### config.mk
export PLATFORM = sky130hd
export DESIGN_NAME = uart_core_flat
export DESIGN_NICKNAME = d
export VERILOG_FILES = /design/src/rtl/uart_pkg.sv /design/src/rtl/uart_if.sv /design/src/rtl/uart_baud_tick.sv /design/src/rtl/uart_core.sv /design/src/flat_wrapper.sv
export SDC_FILE = /design/constraint.sdc
export NUM_CORES = 1
export LEC_CHECK = 0
export ABC_AREA = 1
export ABC_CLOCK_PERIOD_IN_PS = 3350
export BUFFER_PORTS_ARGS = -buffer_cell sky130_fd_sc_hd__buf_2
export CAP_MARGIN = 10
export CORE_ASPECT_RATIO = 1.1
export CORE_UTILIZATION = 40
export CTS_CLUSTER_SIZE = 12
export DETAILED_ROUTE_END_ITERATION = 7
export PLACE_DENSITY_LB_ADDON = 0.25
export REMOVE_ABC_BUFFERS = 1
export SKIP_LAST_GASP = 1
export SLEW_MARGIN = 20
export SYNTH_ARGS = -nofsm -noshare
export SYNTH_HDL_FRONTEND = slang
export SYNTH_HIERARCHICAL = 1
export SYNTH_SLANG_ARGS = --single-unit
### constraint.sdc
create_clock -name sysclk -period 3.35 [get_ports sysclk]
set_input_delay 0.335 -clock sysclk [delete_from_list [all_inputs] [get_ports sysclk]]
set_output_delay 0.335 -clock sysclk [all_outputs]
set_load 0.005 [all_outputs]
### src/rtl/uart_pkg.sv
// -----------------------------------------------------------------------------
// uart_pkg
// Shared definitions for the UART core: the FSM state type used by both the
// transmitter and the receiver, the oversampling constants and the baud
// divider calculation.
// Optional feature macro: UART_PARITY_EN (PARITY state is only entered when
// the macro is defined).
// -----------------------------------------------------------------------------
package uart_pkg;

   typedef enum logic [2:0] {
      IDLE,
      START,
      DATA,
      PARITY,
      STOP
   } uart_state_t;

   localparam int OVERSAMPLE = 16;
   localparam int SAMPLE_MID = 8;

   // Rounded CLK_HZ / (OVERSAMPLE * BAUD), never below 2.
   function automatic int calc_div(input int clk_hz, input int baud);
      int d;
      d = (clk_hz + (OVERSAMPLE / 2) * baud) / (OVERSAMPLE * baud);
      return (d < 2) ? 2 : d;
   endfunction

endpackage

### src/rtl/uart_if.sv
// -----------------------------------------------------------------------------
// uart_if
// Parallel-side handshake bundle of the UART core.
//   tx_data/tx_valid/tx_ready : byte stream into the transmitter
//   rx_data/rx_valid/rx_ready : byte stream out of the receiver
//   rx_frame_err/rx_parity_err/rx_overrun : per-frame status, qualified by rx_valid
// Modports: master = bus/CPU side, slave = UART core side.
// -----------------------------------------------------------------------------
interface uart_if #(
   parameter int DATA_BITS = 8
);
   logic [DATA_BITS-1:0] tx_data;
   logic                 tx_valid;
   logic                 tx_ready;
   logic [DATA_BITS-1:0] rx_data;
   logic                 rx_valid;
   logic                 rx_ready;
   logic                 rx_frame_err;
   logic                 rx_parity_err;
   logic                 rx_overrun;

   modport master (
      output tx_data, tx_valid, rx_ready,
      input  tx_ready, rx_data, rx_valid, rx_frame_err, rx_parity_err, rx_overrun
   );

   modport slave (
      input  tx_data, tx_valid, rx_ready,
      output tx_ready, rx_data, rx_valid, rx_frame_err, rx_parity_err, rx_overrun
   );
endinterface

### src/rtl/uart_baud_tick.sv
// -----------------------------------------------------------------------------
// uart_baud_tick
// Free-running divider producing the x16 oversampling tick enable.
// Ports:
//   sysclk : system clock
//   rst_n  : synchronous active-low reset (counter returns to 0)
//   tick   : one-cycle pulse while the counter sits at DIV-1
// -----------------------------------------------------------------------------
module uart_baud_tick #(
   parameter int DIV = 10
) (
   input  logic sysclk,
   input  logic rst_n,
   output logic tick
);
   localparam int CW = $clog2(DIV);
   localparam logic [CW-1:0] CNT_LAST = CW'(DIV - 1);

   logic [CW-1:0] cnt;

   always_ff @(posedge sysclk) begin
      if (!rst_n) begin
         cnt <= '0;
      end else if (cnt == CNT_LAST) begin
         cnt <= '0;
      end else begin
         cnt <= cnt + CW'(1);
      end
   end

   assign tick = (cnt == CNT_LAST);
endmodule

### src/rtl/uart_core.sv
// -----------------------------------------------------------------------------
// uart_core
// Full-duplex UART with x16 oversampling on a single clock.
// Ports:
//   sysclk   : system clock, all logic on the rising edge
//   rst_n    : synchronous active-low reset
//   bus      : uart_if.slave handshake bundle (TX in, RX out, RX status)
//   uart_rxd : asynchronous serial input
//   uart_txd : registered serial output, idle high
// Build option: define UART_PARITY_EN to add a parity bit (even, or odd
// when PARITY_ODD=1) to both directions; otherwise rx_parity_err is 0.
// -----------------------------------------------------------------------------
module uart_core
   import uart_pkg::*;
#(
   parameter int CLK_HZ     = 50000000,
   parameter int BAUD       = 9600,
   parameter int DATA_BITS  = 8,
   parameter int STOP_BITS  = 1,
   parameter int PARITY_ODD = 0
) (
   input  logic  sysclk,
   input  logic  rst_n,
   uart_if.slave bus,
   input  logic  uart_rxd,
   output logic  uart_txd
);
   localparam int DIV = calc_div(CLK_HZ, BAUD);
   localparam logic [3:0] TICK_LAST = 4'(OVERSAMPLE - 1);
   localparam logic [3:0] MID_LAST  = 4'(SAMPLE_MID - 1);
   localparam logic [3:0] DATA_LAST = 4'(DATA_BITS - 1);
   localparam logic [3:0] STOP_LAST = 4'(STOP_BITS - 1);

   if (DATA_BITS < 5 || DATA_BITS > 8 || (STOP_BITS != 1 && STOP_BITS != 2) ||
       (PARITY_ODD != 0 && PARITY_ODD != 1)) begin : g_bad_param
      $error("uart_core: illegal DATA_BITS/STOP_BITS/PARITY_ODD");
   end

`ifdef UART_PARITY_EN
   localparam logic PAR_ODD = (PARITY_ODD != 0);
`endif

   logic tick;

   uart_baud_tick #(.DIV(DIV)) u_tick (
      .sysclk (sysclk),
      .rst_n  (rst_n),
      .tick   (tick)
   );

   // ---------------------------------------------------------------- TX
   uart_state_t          tx_state;
   logic [3:0]           tx_tcnt;
   logic [3:0]           tx_bcnt;
   logic [DATA_BITS-1:0] tx_shreg;
   logic                 tx_ready_q;
   logic                 txd_q;
`ifdef UART_PARITY_EN
   logic                 tx_par;
`endif

   always_ff @(posedge sysclk) begin
      if (!rst_n) begin
         tx_state   <= IDLE;
         tx_tcnt    <= '0;
         tx_bcnt    <= '0;
         tx_ready_q <= 1'b1;
         txd_q      <= 1'b1;
      end else begin
         case (tx_state)
            IDLE: begin
               // tx_ready is high throughout IDLE, so tx_valid alone is the handshake.
               if (bus.tx_valid) begin
                  tx_shreg   <= bus.tx_data;
`ifdef UART_PARITY_EN
                  tx_par     <= (^bus.tx_data) ^ PAR_ODD;
`endif
                  tx_tcnt    <= '0;
                  tx_bcnt    <= '0;
                  tx_ready_q <= 1'b0;
                  txd_q      <= 1'b0;
                  tx_state   <= START;
               end
            end
            default: begin
               if (tick) begin
                  if (tx_tcnt != TICK_LAST) begin
                     tx_tcnt <= tx_tcnt + 4'd1;
                  end else begin
                     tx_tcnt <= '0;
                     case (tx_state)
                        START: begin
                           txd_q    <= tx_shreg[0];
                           tx_shreg <= tx_shreg >> 1;
                           tx_state <= DATA;
                        end
                        DATA: begin
                           if (tx_bcnt != DATA_LAST) begin
                              txd_q    <= tx_shreg[0];
                              tx_shreg <= tx_shreg >> 1;
                              tx_bcnt  <= tx_bcnt + 4'd1;
                           end else begin
                              tx_bcnt  <= '0;
`ifdef UART_PARITY_EN
                              txd_q    <= tx_par;
                              tx_state <= PARITY;
`else
                              txd_q    <= 1'b1;
                              tx_state <= STOP;
`endif
                           end
                        end
`ifdef UART_PARITY_EN
                        PARITY: begin
                           txd_q    <= 1'b1;
                           tx_state <= STOP;
                        end
`endif
                        STOP: begin
                           // tx_bcnt counts stop bits here.
                           if (tx_bcnt != STOP_LAST) begin
                              tx_bcnt <= tx_bcnt + 4'd1;
                           end else begin
                              tx_ready_q <= 1'b1;
                              tx_state   <= IDLE;
                           end
                        end
                        default: begin
                           txd_q      <= 1'b1;
                           tx_ready_q <= 1'b1;
                           tx_state   <= IDLE;
                        end
                     endcase
                  end
               end
            end
         endcase
      end
   end

   // ---------------------------------------------------------------- RX
   logic                 rxd_p0;
   logic                 rxd_p1;
   uart_state_t          rx_state;
   logic [3:0]           rx_tcnt;
   logic [3:0]           rx_bcnt;
   logic [DATA_BITS-1:0] rx_shreg;
   logic                 rx_armed;
   logic [DATA_BITS-1:0] rx_data_q;
   logic                 rx_valid_q;
   logic                 rx_ferr_q;
   logic                 rx_ovr_q;
`ifdef UART_PARITY_EN
   logic                 rx_par_err;
   logic                 rx_perr_q;
`endif

   always_ff @(posedge sysclk) begin
      if (!rst_n) begin
         rxd_p0     <= 1'b1;
         rxd_p1     <= 1'b1;
         rx_state   <= IDLE;
         rx_tcnt    <= '0;
         rx_bcnt    <= '0;
         rx_armed   <= 1'b0;
         rx_data_q  <= '0;
         rx_valid_q <= 1'b0;
         rx_ferr_q  <= 1'b0;
         rx_ovr_q   <= 1'b0;
`ifdef UART_PARITY_EN
         rx_perr_q  <= 1'b0;
`endif
      end else begin
         rxd_p0 <= uart_rxd;
         rxd_p1 <= rxd_p0;

         // Consume; a frame completing in the same cycle overrides below.
         if (rx_valid_q && bus.rx_ready) begin
            rx_valid_q <= 1'b0;
            rx_ferr_q  <= 1'b0;
            rx_ovr_q   <= 1'b0;
`ifdef UART_PARITY_EN
            rx_perr_q  <= 1'b0;
`endif
         end

         case (rx_state)
            IDLE: begin
               // A start needs a high level since the last frame, so a stuck-low
               // line produces a single frame rather than a stream of them.
               if (rxd_p1) begin
                  rx_armed <= 1'b1;
               end else if (tick && rx_armed) begin
                  rx_armed <= 1'b0;
                  rx_tcnt  <= '0;
                  rx_state <= START;
               end
            end
            default: begin
               if (tick) begin
                  if (rx_tcnt != ((rx_state == START) ? MID_LAST : TICK_LAST)) begin
                     rx_tcnt <= rx_tcnt + 4'd1;
                  end else begin
                     rx_tcnt <= '0;
                     case (rx_state)
                        START: begin
                           if (rxd_p1) begin
                              rx_state <= IDLE;
                           end else begin
                              rx_bcnt  <= '0;
                              rx_state <= DATA;
                           end
                        end
                        DATA: begin
                           rx_shreg <= {rxd_p1, rx_shreg[DATA_BITS-1:1]};
                           if (rx_bcnt != DATA_LAST) begin
                              rx_bcnt <= rx_bcnt + 4'd1;
                           end else begin
`ifdef UART_PARITY_EN
                              rx_state <= PARITY;
`else
                              rx_state <= STOP;
`endif
                           end
                        end
`ifdef UART_PARITY_EN
                        PARITY: begin
                           rx_par_err <= rxd_p1 != ((^rx_shreg) ^ PAR_ODD);
                           rx_state   <= STOP;
                        end
`endif
                        STOP: begin
                           rx_data_q  <= rx_shreg;
                           rx_valid_q <= 1'b1;
                           rx_ferr_q  <= ~rxd_p1;
                           rx_ovr_q   <= rx_valid_q && !bus.rx_ready;
`ifdef UART_PARITY_EN
                           rx_perr_q  <= rx_par_err;
`endif
                           rx_state   <= IDLE;
                        end
                        default: rx_state <= IDLE;
                     endcase
                  end
               end
            end
         endcase
      end
   end

   assign bus.tx_ready     = tx_ready_q;
   assign uart_txd         = txd_q;
   assign bus.rx_data      = rx_data_q;
   assign bus.rx_valid     = rx_valid_q;
   assign bus.rx_frame_err = rx_ferr_q;
   assign bus.rx_overrun   = rx_ovr_q;
`ifdef UART_PARITY_EN
   assign bus.rx_parity_err = rx_perr_q;
`else
   assign bus.rx_parity_err = 1'b0;
`endif
endmodule

### src/flat_wrapper.sv
// flat-port wrapper written by rule: the top's interface ports become plain ports
module uart_core_flat import uart_pkg::*;
#(
   parameter int CLK_HZ     = 50000000,
   parameter int BAUD       = 9600,
   parameter int DATA_BITS  = 8,
   parameter int STOP_BITS  = 1,
   parameter int PARITY_ODD = 0
)
  (sysclk, rst_n, uart_rxd, uart_txd, bus_tx_data, bus_tx_valid, bus_rx_ready, bus_tx_ready, bus_rx_data, bus_rx_valid, bus_rx_frame_err, bus_rx_parity_err, bus_rx_overrun);
  uart_if #(.DATA_BITS(DATA_BITS)) bus_i ();
  input  logic sysclk;
  input  logic rst_n;
  input  logic uart_rxd;
  output logic uart_txd;
  input wire logic [$bits(bus_i.tx_data)-1:0] bus_tx_data;
  input wire logic [$bits(bus_i.tx_valid)-1:0] bus_tx_valid;
  input wire logic [$bits(bus_i.rx_ready)-1:0] bus_rx_ready;
  output wire logic [$bits(bus_i.tx_ready)-1:0] bus_tx_ready;
  output wire logic [$bits(bus_i.rx_data)-1:0] bus_rx_data;
  output wire logic [$bits(bus_i.rx_valid)-1:0] bus_rx_valid;
  output wire logic [$bits(bus_i.rx_frame_err)-1:0] bus_rx_frame_err;
  output wire logic [$bits(bus_i.rx_parity_err)-1:0] bus_rx_parity_err;
  output wire logic [$bits(bus_i.rx_overrun)-1:0] bus_rx_overrun;
  assign bus_i.tx_data = bus_tx_data;
  assign bus_i.tx_valid = bus_tx_valid;
  assign bus_i.rx_ready = bus_rx_ready;
  assign bus_tx_ready = bus_i.tx_ready;
  assign bus_rx_data = bus_i.rx_data;
  assign bus_rx_valid = bus_i.rx_valid;
  assign bus_rx_frame_err = bus_i.rx_frame_err;
  assign bus_rx_parity_err = bus_i.rx_parity_err;
  assign bus_rx_overrun = bus_i.rx_overrun;
  uart_core #(.CLK_HZ(CLK_HZ), .BAUD(BAUD), .DATA_BITS(DATA_BITS), .STOP_BITS(STOP_BITS), .PARITY_ODD(PARITY_ODD)) u_core (.sysclk(sysclk), .rst_n(rst_n), .bus(bus_i), .uart_rxd(uart_rxd), .uart_txd(uart_txd));
endmodule
* After elaboration in Yosys (flattened, before gate mapping)
Cells that the tools add are included.
** Word-level totals
- Bits in registers :: 63
- Input port bits :: 13
- Word-level logic and storage cells :: 147
** Cells by class
- Add/sub/neg operators :: 5
- Equality and inequality tests :: 25
- Mux-type cells :: 68
- Bitwise logic cells :: 4
- Reductions and logical operators :: 27
** Operators by type and width (number)
- 4-bit 2-to-1 mux :: 17
- 8-bit 2-to-1 mux :: 5
- 3-bit 2-to-1 mux :: 12
- 1-bit 2-to-1 mux :: 26
- 5-bit AND reduction :: 5
- 4-bit by 1-bit adder with 4-bit output, second input constant :: 4
- 4-bit one-hot mux with 2 select lines :: 2
- 8-bit one-hot mux with 2 select lines :: 1
- 2-bit != test, second input constant :: 6
- 6-bit AND reduction :: 2
- 9-bit by 1-bit adder with 9-bit output, second input constant :: 1
- 9-bit == test, second input constant :: 1
- 3-bit != test, second input constant :: 3
- 3-bit one-hot mux with 3 select lines :: 1
- 4-bit by 3-bit != test with 1-bit output, second input constant :: 2
- 4-bit AND reduction :: 2
- 2-bit nonzero test :: 4
- 3-bit by 1-bit == test with 1-bit output, second input constant :: 2
- 3-bit by 2-bit == test with 1-bit output, second input constant :: 2
- 3-bit == test, second input constant :: 2
- 3-bit logical NOT :: 2
- 2-bit by 1-bit != test with 1-bit output, second input constant :: 3
- 3-bit one-hot mux with 2 select lines :: 1
- 3-bit nonzero test :: 2
- 14 further kinds :: 21

* Longest topological paths before layout
- Word-level depth :: 6
- Mapped depth :: 14
- Gate-level depth less buffers :: 13

* Hierarchy
The synthesis kept the hierarchy.
** Modules (own cells, without submodules)
- uart_core :: times used 1, cells each 334, area an instance 2613.8 um^2
- uart_baud_tick :: times used 1, cells each 64, area an instance 447.9 um^2

* Worst setup path before layout
OpenSTA, ideal clock, no wires.
- Path kind :: reg-to-reg
- Start :: register u_core.u_tick.cnt[0]
- End :: register u_core.tx_shreg[0] (enable)
- Setup time :: 0.395 ns
- Arrival :: 2.004 ns
- Slack :: 0.951 ns
- Cell stages (with the launch flop) :: 11
- Cells stage by stage :: dfxtp_1 -> ha_1 -> nand2_1 -> nor2_1 -> nand2_1 -> inv_1 -> buf_6 -> nand2_2 -> nand2_4 -> nand2_4 -> nor4_1
** Between the ends
- Word-level cells in the longest chain between the ends :: 3
** Ends and longest elaborated chain
- start, declared :: RTL line uart_baud_tick.sv:19 : logic [CW-1:0] cnt;
- start signal, assigned :: RTL line uart_baud_tick.sv:27 : cnt <= cnt + CW'(1);
- 9-bit == test :: RTL line uart_baud_tick.sv:31 : assign tick = (cnt == CNT_LAST);
- net u_core.tick :: RTL line uart_core.sv:43 : logic tick;
- 2-bit nonzero test (no source line)
- 6-bit AND reduction (no source line)
- end signal, assigned :: RTL line uart_core.sv:74 : tx_shreg <= bus.tx_data;
- end signal, assigned :: RTL line uart_core.sv:94 : tx_shreg <= tx_shreg >> 1;
- end signal, assigned :: RTL line uart_core.sv:100 : tx_shreg <= tx_shreg >> 1;
- end, declared :: RTL line uart_core.sv:55 : logic [DATA_BITS-1:0] tx_shreg;
The timed path passes the listed nets, and every way through them passes these cells.
A chain may end at the register's enable or synchronous reset.

* Worst setup path in the final report
Ends and elaborated chain as after synthesis.

==> reports/results.tsv <==
metric	value	unit
clk_pin_slew	80	ps
fin_worst_skew	6.47	ps
totalWireLength	5.73	mm
cts_resized	0	
ctsHtreeMaxLevel	3	
initialDrtViolationCount	78	
n_antenna_cell	0	
initial_core_util	41.2	%
rsz0062_at_grt	no	
io_buffers	25	
via_per_inst	4.74	
p_switching	0.451	mW
cp.required	3400	ps
p_per_area	498	mW/mm^2
ir_drop	0.000316	V
syn_avg_cell_area	7.69	um^2
hold_slack	189	ps
ys_ff_latch	63	
setup_viol	0	
grt_pass1_wl	9.88	mm
drv_cap	0	
yosys.area.top_type	dfxtp_1	
grt_max_degree	24	
yosysWarnings	6	
slew_violations	0	
syn_area	0.00306	mm^2
fin_nets	449	
fillCellCount	759	
yosysTopAreaCellShare	30.7	%
critPathArrivalTime	2200	ps
synth_ff_type	dfxtp_1	
area_delta_synth_final	14.2	%
max-clock-path-buffers	2	
clockPowerShare	43.0	%
antenna_left	0	
p_sw_share	25.9	%
vias	2469	
finalSetupTns	0	ps
clk_root_buffer_cell	clkbuf_8	
cts_buffers	9	
grt_usage	15.9	%
die_y	93.8	um
worst_slew_pin_slew	542	ps
boundaryPins	27	
power_frac_comb	9.5	%
synth.top_cells.by_area	dfxtp_1, edfxtp_1, nand2_1	
layout.cells.non_filler	521	
power_frac_seq	47.5	%
worst-path-max-fanout	9	
netlist_instances	398	
row_count	33	
postCtsSetupRepairBufs	0	
async_flop_share	0	%
clk_latency	340	ps
antenna_found_initial	0	
ys_types	34	
hpwlAfterDp	4.02	mm
startpoint_type	flop	
slew_headroom	63.8	%
p_leak	1.47	nW
dieArea	0.00801	mm^2
endpoint_kind	flop	
firstDrtPassIters	5	
dpl.cell_count	505	
finalCritPeriodShare	64.3	%
core	0.00743	mm^2
fp.dieW	85.4	um
holdBufCountCts	0	
wl_per_cell	11.0	um
cts_sinks	63	
finalCriticalPeriod	2150	ps
internal_power	1.29	mW
crit_type	reg -> reg	
finalHoldViolCount	0	
max_clock_freq	464	MHz
overflow	0	
drcViolationCount	0	
synth_seq_area_share	46.4	%
utilization	47.0	%
status	complete, no violations	
hold_path_class	in -> reg	
synth_edf_count	16	
first_global_vias	2253	
cts_tree	yes	
drive_gt1_share	18.9	%
gp_congestion	0.834	
[cell usage after synthesis (3+ instances only)]
| library cell | number |
|---|---|
| nand2_4 | 4 |
| buf_2 | 3 |
| nand3b_1 | 9 |
| o21ai_0 | 6 |
| xnor2_1 | 4 |
| dfxtp_1 | 47 |
| nand2_1 | 102 |
| inv_2 | 7 |
| nor2_4 | 5 |
| nor3_1 | 3 |
| edfxtp_1 | 16 |
| nand3_1 | 24 |
| nand2_2 | 10 |
| nor2_1 | 61 |
| or2_2 | 3 |
| inv_1 | 36 |
| ha_1 | 7 |
| nand4_1 | 5 |
| nor2_2 | 4 |
| xor2_1 | 3 |
| a21oi_1 | 20 |
[final cells by class]
type / count / area, um^2 / area share, %
flip-flops and latches: 63 / 1420 / 40.7
multi-input cells: 282 / 1420 / 40.6
inverters: 44 / 165 / 4.72
repair buffers: 29 / 155 / 4.44
clock buffers: 9 / 124 / 3.54
well taps: 87 / 109 / 3.11
clock inverters: 7 / 103 / 2.93
[placed cells by master (no fill, tap or decap), drive strengths merged]
| cell type | n |
|---|---|
| a21boi | 2 |
| a21oi | 22 |
| buf | 29 |
| bufinv | 2 |
| clkbuf | 9 |
| clkinv | 2 |
| clkinvlp | 1 |
| conb | 1 |
| dfxtp | 47 |
| edfxtp | 16 |
| ha | 7 |
| inv | 46 |
| nand2 | 116 |
| nand3 | 25 |
| nand3b | 9 |
| nand4 | 5 |
| nor2 | 70 |
| nor3 | 3 |
| nor3b | 2 |
| nor4 | 1 |
| o21ai | 9 |
| or2 | 3 |
| xnor2 | 4 |
| xor2 | 3 |
[logic make-up (layout without fill, tap and decap cells)]
family | after synthesis | count (layout) | synth area share, %
simple gates | 234 | 234 | 35.4
flops | 63 | 63 | 46.4
buf+inv | 53 | 89 | 7.23
compound gates | 33 | 33 | 5.93
fa+ha+maj | 7 | 7 | 2.86
xor+xnor | 7 | 7 | 2.00
other cells | 1 | 1 | 0.122
[per-stage QoR]
stage	power, mW	setup slack (ps)	area (um^2)
floorplan	0.960	843	3010
global placement	1.01	1270	3270
detailed placement	1.01	1210	3270
CTS	1.77	1180	3500
global route	1.84	990	3500
finish	1.74	1200	3500
[state kept, by name, summed over array words and instances (netlist names), 3 cells and up]
signal              count
u_core/bus.rx_data      8
u_core/rx_bcnt          4
u_core/rx_shreg         8
u_core/rx_state         3
u_core/rx_tcnt          4
u_core/tx_bcnt          4
u_core/tx_shreg         8
u_core/tx_state         3
u_core/tx_tcnt          4
u_core/u_tick/cnt       9
[final timing paths]
| path | endpoint | slack [ps] | start | depth (start not counted) |
|---|---|---|---|---|
| setup / recovery | u_core/tx_shreg[0]$_DFFE_PP_ | 1200 | u_core/u_tick/cnt[0]$_SDFF_PP0_ | 10 |
| hold / removal | u_core/rxd_p0$_SDFF_PN1_ | 190 | uart_rxd | 2 |
| setup reg to reg | u_core/tx_shreg[0]$_DFFE_PP_ | 1200 | u_core/u_tick/cnt[0]$_SDFF_PP0_ | 10 |
| hold reg to reg | u_core/rxd_p1$_SDFF_PN1_ | 430 | u_core/rxd_p0$_SDFF_PN1_ | 1 |
[metal layers]
metal	share of wire [%]	GRT usage [%]
met2	49	27.5
met3	4.0	5.18
met4	1.2	5.14
met5	0	0
met1	46	18.5
[power by group through the flow]
stage	clock (mW)	sequential (mW)	combinational (mW)
floorplan	0	0.840	0.120
global placement	0	0.844	0.165
global route	0.809	0.831	0.198
CTS	0.779	0.827	0.169
detailed placement	0	0.844	0.168
finish	0.749	0.828	0.166
[critical path, stage by stage, from the launching register on]
cell	delay (ps)
dfxtp_1	410
ha_1	180
nand2_1	50
nor2_1	90
nand2_1	80
inv_1	300
nand2_2	140
nand2_4	140
nand2_4	80
nor4_1	180
buf_4	220
Power figures use the tool's default switching activity.
